## src/rtl/ldtu_pkg.sv

```systemverilog
// rtl/ldtu_pkg.sv - shared constants for the LiteDTU output serializer
//
// Purpose: lane word width, bit counter width and the idle patterns that are
// shared with the upstream 32-bit output mux.
// Contents:
//   Nbits_32        lane word width
//   CNT_W           bit counter width, log2(Nbits_32)
//   NUM_LANES       number of serial lanes
//   IDLE_EA/IDLE_5A reset contents of the lane shift registers
//   CNT_LAST        terminal count; the edge leaving it is a load edge
//   lane_reset_val  idle pattern assigned to a given lane index

package ldtu_pkg;

    localparam int Nbits_32  = 32;
    localparam int CNT_W     = 5;
    localparam int NUM_LANES = 4;

    localparam logic [Nbits_32-1:0] IDLE_EA = 32'hEAAAAAAA;
    localparam logic [Nbits_32-1:0] IDLE_5A = 32'h5A5A5A5A;

    localparam logic [CNT_W-1:0] CNT_LAST = '1;

    // Lane 0 carries DTU data and idles with EA; ATU lanes idle with 5A.
    function automatic logic [Nbits_32-1:0] lane_reset_val(input int lane);
        return (lane == 0) ? IDLE_EA : IDLE_5A;
    endfunction

endpackage

```

## src/rtl/ldtu_serializer_4lane_if.sv

```systemverilog
// rtl/ldtu_serializer_4lane_if.sv - lane word / serial output bundle of the serializer
//
// Purpose: groups the upstream-facing lane words and controls together with
// the serial outputs and status strobes.
// Signals:
//   data32      [lane] lane words, sampled only on the load edge
//   lane_en     per-lane enable, sampled on the load edge
//   sync        word-boundary resync request, single-cycle pulse
//   ser         serial lane outputs, MSB-first
//   word_strobe high during the cycle whose closing edge loads new words
//   sync_ack    one-cycle pulse after a sync-forced load
// Modports:
//   master      upstream side (drives words and controls)
//   slave       serializer side

interface ldtu_serializer_4lane_if;
    import ldtu_pkg::*;

    logic [NUM_LANES-1:0][Nbits_32-1:0] data32;
    logic [NUM_LANES-1:0]               lane_en;
    logic                               sync;
    logic [NUM_LANES-1:0]               ser;
    logic                               word_strobe;
    logic                               sync_ack;

    modport master (
        output data32,
        output lane_en,
        output sync,
        input  ser,
        input  word_strobe,
        input  sync_ack
    );

    modport slave (
        input  data32,
        input  lane_en,
        input  sync,
        output ser,
        output word_strobe,
        output sync_ack
    );

endinterface

```

## src/rtl/ldtu_lane_shifter.sv

```systemverilog
// rtl/ldtu_lane_shifter.sv - one 32-bit load/shift register driving a serial lane
//
// Purpose: holds one lane word and shifts it out MSB-first, one bit per clock.
// Ports:
//   i_clk   serial bit clock
//   i_rst   synchronous active-high reset, loads RESET_VAL
//   i_load  load edge strobe from the shared bit counter
//   i_en    lane enable; a disabled lane loads all zeros
//   i_data  lane word to load
//   o_ser   serial output, bit 31 of the register (no output flop)

module ldtu_lane_shifter
    import ldtu_pkg::*;
#(
    parameter logic [Nbits_32-1:0] RESET_VAL = IDLE_5A
) (
    input  logic                i_clk,
    input  logic                i_rst,
    input  logic                i_load,
    input  logic                i_en,
    input  logic [Nbits_32-1:0] i_data,
    output logic                o_ser
);

    logic [Nbits_32-1:0] r_sr;

    always_ff @(posedge i_clk) begin
        if (i_rst) begin
            r_sr <= RESET_VAL;
        end else if (i_load) begin
            r_sr <= i_en ? i_data : '0;
        end else begin
            r_sr <= {r_sr[Nbits_32-2:0], 1'b0};
        end
    end

    assign o_ser = r_sr[Nbits_32-1];

endmodule

```

## src/rtl/ldtu_serializer_4lane.sv

```systemverilog
// rtl/ldtu_serializer_4lane.sv - four-lane 32:1 serializer behind the LiteDTU output mux
//
// Purpose: shifts four lane words out MSB-first on four serial lines sharing
// one bit counter, paces the upstream mux with a word strobe and realigns
// word boundaries on a sync request.
// Ports:
//   i_clk   serial bit clock, one bit per lane per rising edge
//   i_rst   synchronous active-high reset, highest priority
//   io_bus  slave side of ldtu_serializer_4lane_if (lane words, enables,
//           sync in; serial lanes, word strobe, sync ack out)

module ldtu_serializer_4lane
    import ldtu_pkg::*;
(
    input  logic                     i_clk,
    input  logic                     i_rst,
    ldtu_serializer_4lane_if.slave   io_bus
);

    logic [CNT_W-1:0]     r_cnt;
    logic [CNT_W-1:0]     w_cnt_nxt;
    logic                 w_load;
    logic                 r_word_strobe;
    logic                 r_sync_forced;
    logic                 r_sync_ack;
    logic [NUM_LANES-1:0] w_ser;

    // A sync forces the terminal count so the following edge is a load edge.
    // On a load edge this overrides the wrap to zero, which produces two
    // consecutive loads.
    always_comb begin
        w_load    = (r_cnt == CNT_LAST);
        w_cnt_nxt = r_cnt + 1'b1;
        if (io_bus.sync) begin
            w_cnt_nxt = CNT_LAST;
        end else if (w_load) begin
            w_cnt_nxt = '0;
        end
    end

    // The strobe is registered from the next count, so it is high exactly
    // during every terminal-count cycle, including sync-forced ones.
    // r_sync_forced marks a terminal-count cycle that a sync created; the
    // load closing such a cycle is acknowledged in the following cycle.
    always_ff @(posedge i_clk) begin
        if (i_rst) begin
            r_cnt         <= '0;
            r_word_strobe <= 1'b0;
            r_sync_forced <= 1'b0;
            r_sync_ack    <= 1'b0;
        end else begin
            r_cnt         <= w_cnt_nxt;
            r_word_strobe <= (w_cnt_nxt == CNT_LAST);
            r_sync_forced <= io_bus.sync;
            r_sync_ack    <= w_load & r_sync_forced;
        end
    end

    for (genvar g = 0; g < NUM_LANES; g++) begin : g_lane
        ldtu_lane_shifter #(
            .RESET_VAL (lane_reset_val(g))
        ) u_shifter (
            .i_clk  (i_clk),
            .i_rst  (i_rst),
            .i_load (w_load),
            .i_en   (io_bus.lane_en[g]),
            .i_data (io_bus.data32[g]),
            .o_ser  (w_ser[g])
        );
    end

    assign io_bus.ser         = w_ser;
    assign io_bus.word_strobe = r_word_strobe;
    assign io_bus.sync_ack    = r_sync_ack;

endmodule

```

## src/flat_wrapper.sv

```systemverilog
// flat-port wrapper written by rule: the top's interface ports become plain ports
module ldtu_serializer_4lane_flat import ldtu_pkg::*;
  (i_clk, i_rst, io_bus_data32, io_bus_lane_en, io_bus_sync, io_bus_ser, io_bus_word_strobe, io_bus_sync_ack);
  ldtu_serializer_4lane_if io_bus_i ();
  input  logic i_clk;
  input  logic i_rst;
  input wire logic [$bits(io_bus_i.data32)-1:0] io_bus_data32;
  input wire logic [$bits(io_bus_i.lane_en)-1:0] io_bus_lane_en;
  input wire logic [$bits(io_bus_i.sync)-1:0] io_bus_sync;
  output wire logic [$bits(io_bus_i.ser)-1:0] io_bus_ser;
  output wire logic [$bits(io_bus_i.word_strobe)-1:0] io_bus_word_strobe;
  output wire logic [$bits(io_bus_i.sync_ack)-1:0] io_bus_sync_ack;
  assign io_bus_i.data32 = io_bus_data32;
  assign io_bus_i.lane_en = io_bus_lane_en;
  assign io_bus_i.sync = io_bus_sync;
  assign io_bus_ser = io_bus_i.ser;
  assign io_bus_word_strobe = io_bus_i.word_strobe;
  assign io_bus_sync_ack = io_bus_i.sync_ack;
  ldtu_serializer_4lane u_core (.i_clk(i_clk), .i_rst(i_rst), .io_bus(io_bus_i));
endmodule
```

## config.mk

```make
export PLATFORM = sky130hd
export DESIGN_NAME = ldtu_serializer_4lane_flat
export DESIGN_NICKNAME = d
export VERILOG_FILES = /design/src/rtl/ldtu_pkg.sv /design/src/rtl/ldtu_serializer_4lane_if.sv /design/src/rtl/ldtu_lane_shifter.sv /design/src/rtl/ldtu_serializer_4lane.sv /design/src/flat_wrapper.sv
export SDC_FILE = /design/constraint.sdc
export NUM_CORES = 1
export LEC_CHECK = 0
export ABC_AREA = 1
export ABC_CLOCK_PERIOD_IN_PS = 1500
export BUFFER_PORTS_ARGS = -buffer_cell sky130_fd_sc_hd__buf_2
export CAP_MARGIN = 20
export CORE_AREA = 2 2 111 113
export CTS_CLUSTER_DIAMETER = 40
export DETAILED_ROUTE_END_ITERATION = 10
export DIE_AREA = 0 0 113 115
export PLACE_DENSITY = 0.81
export SYNTH_ARGS = -nofsm -noshare
export SYNTH_HDL_FRONTEND = slang
export SYNTH_HIERARCHICAL = 1
export SYNTH_SLANG_ARGS = --single-unit
```

## constraint.sdc

```tcl
create_clock -name i_clk -period 1.5 [get_ports i_clk]
set_input_delay 0.15 -clock i_clk [delete_from_list [all_inputs] [get_ports i_clk]]
set_output_delay 0.15 -clock i_clk [all_outputs]
set_load 0.1 [all_outputs]
```

==> impl_results.md, run 1 <==
- Worst EP required: 1.84 ns
- Cell-by-cell trace of the critical path: ha_4 -> nand2_4 -> nor2_4 -> ha_4 -> buf_12 -> buf_8 -> buf_6 -> nand3_2 -> nand3_2
- Vias per std cell: 5.19
- Fin worst setup slack: -0.0559 ns
- GRT met3 Usage: 5.17%
- Clock Skew: 0.00680 ns
- Hold WS: 0.0130 ns
- Total grt overflow: 0
- #FFs+latches synth: 136
- Vias in the first global route: 5041
- Synth cell types: 18
- Worst hold path type: in2reg
- Setup Viol. Count Final: 24
- Critical Path Source: u_core/r_cnt[1]
- R2r setup slk: -0.06 ns
- CP Class: reg2reg
- Switching Share: 23.3%
- Reg2Reg Depth: 9
- CP endpoint kind: flop
- Fin. max-slew vios: 0
- Final core utilization: 66.0%
- Htree depth: 4
- Worst VDD drop: 1.06 mV
- Comb pwr share: 11.5%
- Post-route DRC: 6
- Global-route usage over all layers: 22.6%
- Critical Path End: u_core/g_lane[3].u_shifter/r_sr[11]
- Clock Latency Late Sink: 0.41 ns
- Routed vias: 5270
- Placed Area: 5870 um2
- Max Clk Rate: 643 MHz
- # rows: 40
- Fill cells: 905
- Power per cell area: 1100 nW/um2
- Dpl cells: 860
- CP Max Fanout: 7
- Detailed Place HPWL: 7200 um
- Seq. cell area: 2730 um2
- CTS clk-pin slew, worst paths: 0.05 ns
- Worst-margin pin slew: 0.594 ns
- R2R Path Start: u_core/r_cnt[1]
- M2 GR Usage: 38.7%
- Syn nets: 753
- Core footprint: 11800 um2
- Final Cycle Share: 104%
- Nets: 995
- RePlAce Congestion: 0.819
- Power share of the clock group: 42.5%
- Ports: 141
- Drt total wl: 15300 um
- Min cycle time layout: 1.56 ns
- N_diodes: 0
- Place WS: -0.0495 ns
- P&R area growth vs syn: 46.0%
- Critical Path Max Stage Delay: 0.35 ns
- Detailed Routing Iterations Pass 1: 9
- Antenna viol nets, final: 0
- YS warnings: 6
- Root buffer cell: clkbuf_16
- Sequential share of the synthesized area: 51.0%
- CTS tree: built
- Design area: 7790 um2
- Wire length of the first global-routing pass: 23400 um
- Slowest cell on crit path: dfxtp_2
- Reg-to-Reg End: u_core/g_lane[3].u_shifter/r_sr[11]
- Post-Layout Cell Count: 1015
- Longest Clk Path Bufs: 2
- Internal Pwr Total: 6.58 mW
- Grt peak-use layer: met2
- RSZ-0062 raised after global routing: true
- Final hold viol count: 0
- Flop pwr share: 46.0%
- Switch Pwr: 2.00 mW
- Area of the multi-input gates: 2100 um2
- Clock sink count: 136
- Num CTS Buffers: 17
- Lkg Pwr: 3.59 nW
- Startpoint types: flop
- Failing checks: DRC, setup timing
- Die Ht: 115 um
- Initial antenna violation count: 0
- Power, Total: 8.57 mW
- Port buffer count: 140
- Die width: 113 um
- Outcome: complete, but fails checks
- WP data arrival: 1.90 ns
- Initial Util: 45.2%
- Share of cells above drive strength 1: 25.1%
- Post-route setup TNS: -0.373 ns
- Area of the mapped netlist: 5340 um2
- Routed WL per cell: 15.1 um
- Post-Synthesis Cells: 615
- Starting DRT DRC Count: 509
- Die area: 13000 um2
- Max capacitance violation total: 0
- Largest net degree at the start of global routing: 47
- GR Util met1: 26.5%
- Rel. slew slack: 60.4%
- Avg Cell Area, Syn: 8.67 um2
==> sequential cells by signal, indices dropped and copies added (netlist names) <==
register                      cells
u_core/io_bus.word_strobe         1
u_core/g_lane.u_shifter/r_sr    128
u_core/r_sync_forced              1
u_core/r_cnt                      5
u_core/io_bus.sync_ack            1
==> cell usage in the layout, fill, tap and decap left out <==
cell type	instances
nand3_1	182
buf_2	140
dfxtp_1	134
nand2_1	129
dlygate4sd3_1	120
nand4_1	60
clkbuf_16	19
nand3_2	14
nor2_1	10
inv_1	7
clkbuf_1	6
buf_4	6
buf_12	5
clkinv_2	4
clkbuf_8	3
nor2_4	3
inv_4	3
inv_6	3
nor2_2	3
buf_6	3
ha_4	2
buf_8	2
dfxtp_2	2
nand2_4	1
a21oi_1	1
o21ai_2	1
or2_1	1
ha_2	1
inv_2	1
inv_8	1
buf_16	1
==> cell type report <==
type / instances / area share, %
clock buffer: 26 / 6.28
inverter: 15 / 1.11
clock inverter: 4 / 0.257
multi-input combinational: 408 / 26.9
sequential: 136 / 35.0
tap: 147 / 2.36
timing repair buffer: 279 / 28.1
==> cell families after synthesis <==
group,after synthesis,share of synthesized area (%)
and+or+nand+nor,403,36.5
DFF,136,51.0
buffers and inverters,71,11.5
adders and majority gates,3,0.704
AOI/OAI and AO/OA,2,0.258
==> timing repair <==
item,in CTS,in global routing
gates resized for setup,7,28
endpoints found under the setup margin,124,130
setup buffers,1,2
hold buffers,120,0
pin swaps,0,10
endpoints found under the hold margin,120,0
gates cloned,0,2
==> cells in the mapped netlist <==
master   count  share of area, %
nand2_1    130               9.1
nor2_4       1              0.21
nor2_1      12              0.84
inv_4        7              0.82
o21ai_2      1              0.16
nand4_1     60               7.0
dfxtp_1    136                51
buf_4       17               2.4
buf_6       35               7.4
buf_2        4              0.38
inv_2        1             0.070
or2_1        1              0.12
ha_1         3              0.70
nor2_2       3              0.35
nand3_1    192                18
nand3_2      4              0.75
inv_1        7              0.49
a21oi_1      1             0.094
==> per-layer routing <==
| metal | vias up | share of wire (%) |
|---|---|---|
| li1 | 2602 | - |
| met1 | 2423 | 41 |
| met2 | 206 | 51 |
| met3 | 39 | 5.3 |
| met4 | 0 | 3.0 |
| met5 | - | 0 |
==> power by group through the flow <==
stage,Clock [mW],Combinational [mW],Sequential (mW)
floorplan,0,0.405,4.05
global placement,0,0.678,4.00
detailed placement,0,0.688,4.00
CTS,3.70,0.933,3.93
global route,3.83,1.08,3.96
finish,3.65,0.988,3.94
==> worst max-delay path: cells and delay by family, from the launching register on <==
family / cells / cell delay [ns]
adder cells (fa/ha/maj): 2 / 0.35
buffers and inverters: 3 / 0.39
flip-flops: 1 / 0.35
AND/OR/NAND/NOR: 4 / 0.40
==> how the worst min path moves through the flow <==
| stage | from | endpoint | slack, ns | cells past startpoint |
|---|---|---|---|---|
| 6_report | io_bus_data32[99] | u_core/g_lane[3].u_shifter/r_sr[3] | 0.01 | 3 |
| 5_1_grt | io_bus_data32[86] | u_core/g_lane[2].u_shifter/r_sr[22] | 0.02 | 3 |
| 4_1_cts | io_bus_data32[122] | u_core/g_lane[3].u_shifter/r_sr[26] | 0.0004 | 3 |
| 3_5_place_dp | io_bus_data32[36] | u_core/g_lane[1].u_shifter/r_sr[4] | 0.38 | 3 |
| 3_3_place_gp | io_bus_data32[92] | u_core/g_lane[2].u_shifter/r_sr[28] | 0.38 | 3 |
| 2_1_floorplan | i_rst | u_core/g_lane[1].u_shifter/r_sr[0] | 0.22 | 1 |
(Power assumes the default switching activity.)
==> run 2, diff against run 1 <==
--- a/config.mk
+++ b/config.mk
@@ -10,6 +10,7 @@
 export BUFFER_PORTS_ARGS = -buffer_cell sky130_fd_sc_hd__buf_2
 export CAP_MARGIN = 20
 export CORE_AREA = 2 2 111 113
+export CTS_BUF_LIST = sky130_fd_sc_hd__clkbuf_8
 export CTS_CLUSTER_DIAMETER = 40
 export DETAILED_ROUTE_END_ITERATION = 10
 export DIE_AREA = 0 0 113 115
==> run 2 against run 1 <==
Compared with the run above:
- utilization up 1.8 points
- the run still ends with DRC, setup timing left
- die area did not move
- via count up 3.5%
- largest power group unchanged
- sequential share of layout area fell by 0.92 points
==> impl_results.md, run 2 (synthesis gave the netlist of run 1 again) <==
- Fill cells: 877 (-3.1%)
- Root buffer cell: clkbuf_8
- Top Registers: u_core/g_lane.u_shifter/r_sr (128), u_core/r_cnt (5)
- Commonest non-fill, non-tap cell in the layout: nand3_1
- Clock Skew: 0.00967 ns (+0.00287 ns)
- Reg2Reg Depth: 8 (-1)
- Largest register by flop count: u_core/g_lane.u_shifter/r_sr
- RSZ-0062 raised after global routing: true
- Die width: 113 um (unchanged)
- Power per cell area: 936 nW/um2 (-15%)
- Worst-margin pin slew: 0.792 ns (+0.198 ns)
- Drt total wl: 16600 um (+8.2%)
- Worst VDD drop: 0.758 mV (-28%)
- Num CTS Buffers: 17 (unchanged)
- Starting DRT DRC Count: 516 (+1.4%)
- Htree depth: 4 (unchanged)
- Final core utilization: 67.7% (+1.8 points)
- Max reg flops: 128 (unchanged)
- Max Clk Rate: 609 MHz (-5.2%)
- R2r setup slk: -0.14 ns (-0.09 ns)
- Critical Path Source: u_core/r_cnt[0]
- Die area: 13000 um2 (unchanged)
- Outcome: complete, but fails checks
- Clock Latency Late Sink: 0.43 ns (+0.02 ns)
- Die Ht: 115 um (unchanged)
- Failing checks: DRC, setup timing
- Rel. slew slack: 47.2% (-13 points)
- Routed vias: 5455 (+3.5%)
- Min cycle time layout: 1.64 ns (+0.0854 ns)
- Ports: 141 (unchanged)
- # rows: 40 (unchanged)
- Startpoint types: flop
- Worst hold path type: in2reg
- R2R Path Start: u_core/r_cnt[0]
- Post-route setup TNS: -1.23 ns (-0.854 ns)
- Most frequent cells in the layout: 162 x nand3_1, 140 x buf_2, 134 x dfxtp_1
- Vias per std cell: 5.29 (+1.9%)
- Lkg Pwr: 3.65 nW (+1.8%)
- Longest Clk Path Bufs: 2 (unchanged)
- Post-route DRC: 6 (unchanged)
- Max capacitance violation total: 0 (unchanged)
- Vias in the first global route: 5112 (+1.4%)
- Global-route usage over all layers: 22.8% (+0.28 points)
- Detailed Place HPWL: 7200 um (unchanged)
- CP Max Fanout: 9 (+2)
- Fin worst setup slack: -0.141 ns (-0.0854 ns)
- Initial antenna violation count: 2 (+2)
- Routed WL per cell: 16.1 um (+6.5%)
- Reg-to-Reg End: u_core/g_lane[1].u_shifter/r_sr[2]
- Final hold viol count: 0 (unchanged)
- WP data arrival: 2.01 ns (+0.11 ns)
- Nets: 1009 (+1.4%)
- Worst EP required: 1.87 ns (+0.03 ns)
- Antenna viol nets, final: 0 (unchanged)
- RePlAce Congestion: 0.819 (unchanged)
- Detailed Routing Iterations Pass 1: 8 (-1)
- Core footprint: 11800 um2 (unchanged)
- Power, Total: 7.49 mW (-13%)
- Fin. max-slew vios: 0 (unchanged)
- Total grt overflow: 0 (unchanged)
- Hold Startpoint: i_rst
- CP Class: reg2reg
- Initial Util: 45.2% (unchanged)
- Critical Path End: u_core/g_lane[1].u_shifter/r_sr[2]
- CTS clk-pin slew, worst paths: 0.07 ns (+0.02 ns)
- Largest net degree at the start of global routing: 47 (unchanged)
- Port buffer count: 140 (unchanged)
- CTS tree: built
- Clock sink count: 136 (unchanged)
- Setup Viol. Count Final: 62 (+160%)
- CP endpoint kind: flop
- P&R area growth vs syn: 50.0%
- Share of cells above drive strength 1: 27.9% (+2.8 points)
- Wire length of the first global-routing pass: 23500 um (+0.26%)
- Final Cycle Share: 109% (+5.7 points)
[run 2: cell types whose count changed in the layout (fill, tap and decap cells not counted), sizes merged]
cell / before / now
dlygate4sd3: 120 / 129
buf: 157 / 158
diode: 0 / 2
clkbuf: 28 / 26
inv: 15 / 21
[run 2: critical path, cell delays in order, from the launching register on]
cell	delay (ns)
dfxtp_2	0.36
ha_4	0.15
nand2_4	0.06
nor2_4	0.13
ha_4	0.22
buf_12	0.18
clkbuf_16	0.17
nand4_1	0.16
nand2_1	0.15
[run 2: final cells by class]
cell class	instances	area [um2]	area share [%]
Sequential cell	136	2730	34.1
Timing Repair Buffer	293	2400	30.0
Multi-Input combinational cell	408	2270	28.4
Clock buffer	20	275	3.44
Tap cell	147	184	2.30
Inverter	15	98.8	1.24
Clock inverter	10	42.5	0.532
Antenna cell	2	5.00	0.0626
[run 2: what timing repair did]
action / in CTS / in global routing
pin swaps: 2 / 23
buffers inserted: 1 / 1
endpoints found under the hold margin: 130 / 0
endpoints found under the setup margin: 126 / 129
cloned: 0 / 8
gates resized for setup: 11 / 60
hold buffers: 129 / 0
[run 2: how the worst min path moves through the flow]
stage	to	cells past startpoint
6_report	u_core/g_lane[1].u_shifter/r_sr[0]	2
5_1_grt	u_core/g_lane[1].u_shifter/r_sr[0]	2
4_1_cts	u_core/g_lane[1].u_shifter/r_sr[0]	2
3_5_place_dp	u_core/g_lane[1].u_shifter/r_sr[4]	3
3_3_place_gp	u_core/g_lane[2].u_shifter/r_sr[28]	3
2_1_floorplan	u_core/g_lane[1].u_shifter/r_sr[0]	1
[run 2: power breakdown]
group / switching, mW / total, mW / internal (mW)
sequential: 0.0805 / 3.94 / 3.86
combinational: 0.521 / 1.05 / 0.530
clock: 1.29 / 2.50 / 1.21
total: 1.90 / 7.49 / 5.60
[run 2: metrics by stage]
| stage | cells | worst slack, ns | hold slack [ns] | cell area (um2) |
|---|---|---|---|---|
| floorplan | 615 | 0.00848 | 0.216 | 5340 |
| global placement | 860 | 0.0105 | 0.376 | 5870 |
| detailed placement | 860 | -0.0495 | 0.381 | 5870 |
| CTS | 1020 | -0.0234 | 0.103 | 7520 |
| global route | 1031 | -0.197 | 0.123 | 8000 |
| finish | 1031 | -0.141 | 0.137 | 8000 |
[run 2: metal layers]
metal	part of all wire, %	track usage (%)	wire, um	vias up
met5	0	0	0	-
met4	3.7	14.2	616	0
met3	5.8	6.06	959	52
met2	53	38.7	8700	259
met1	38	25.7	6300	2514
li1	-	-	-	2630
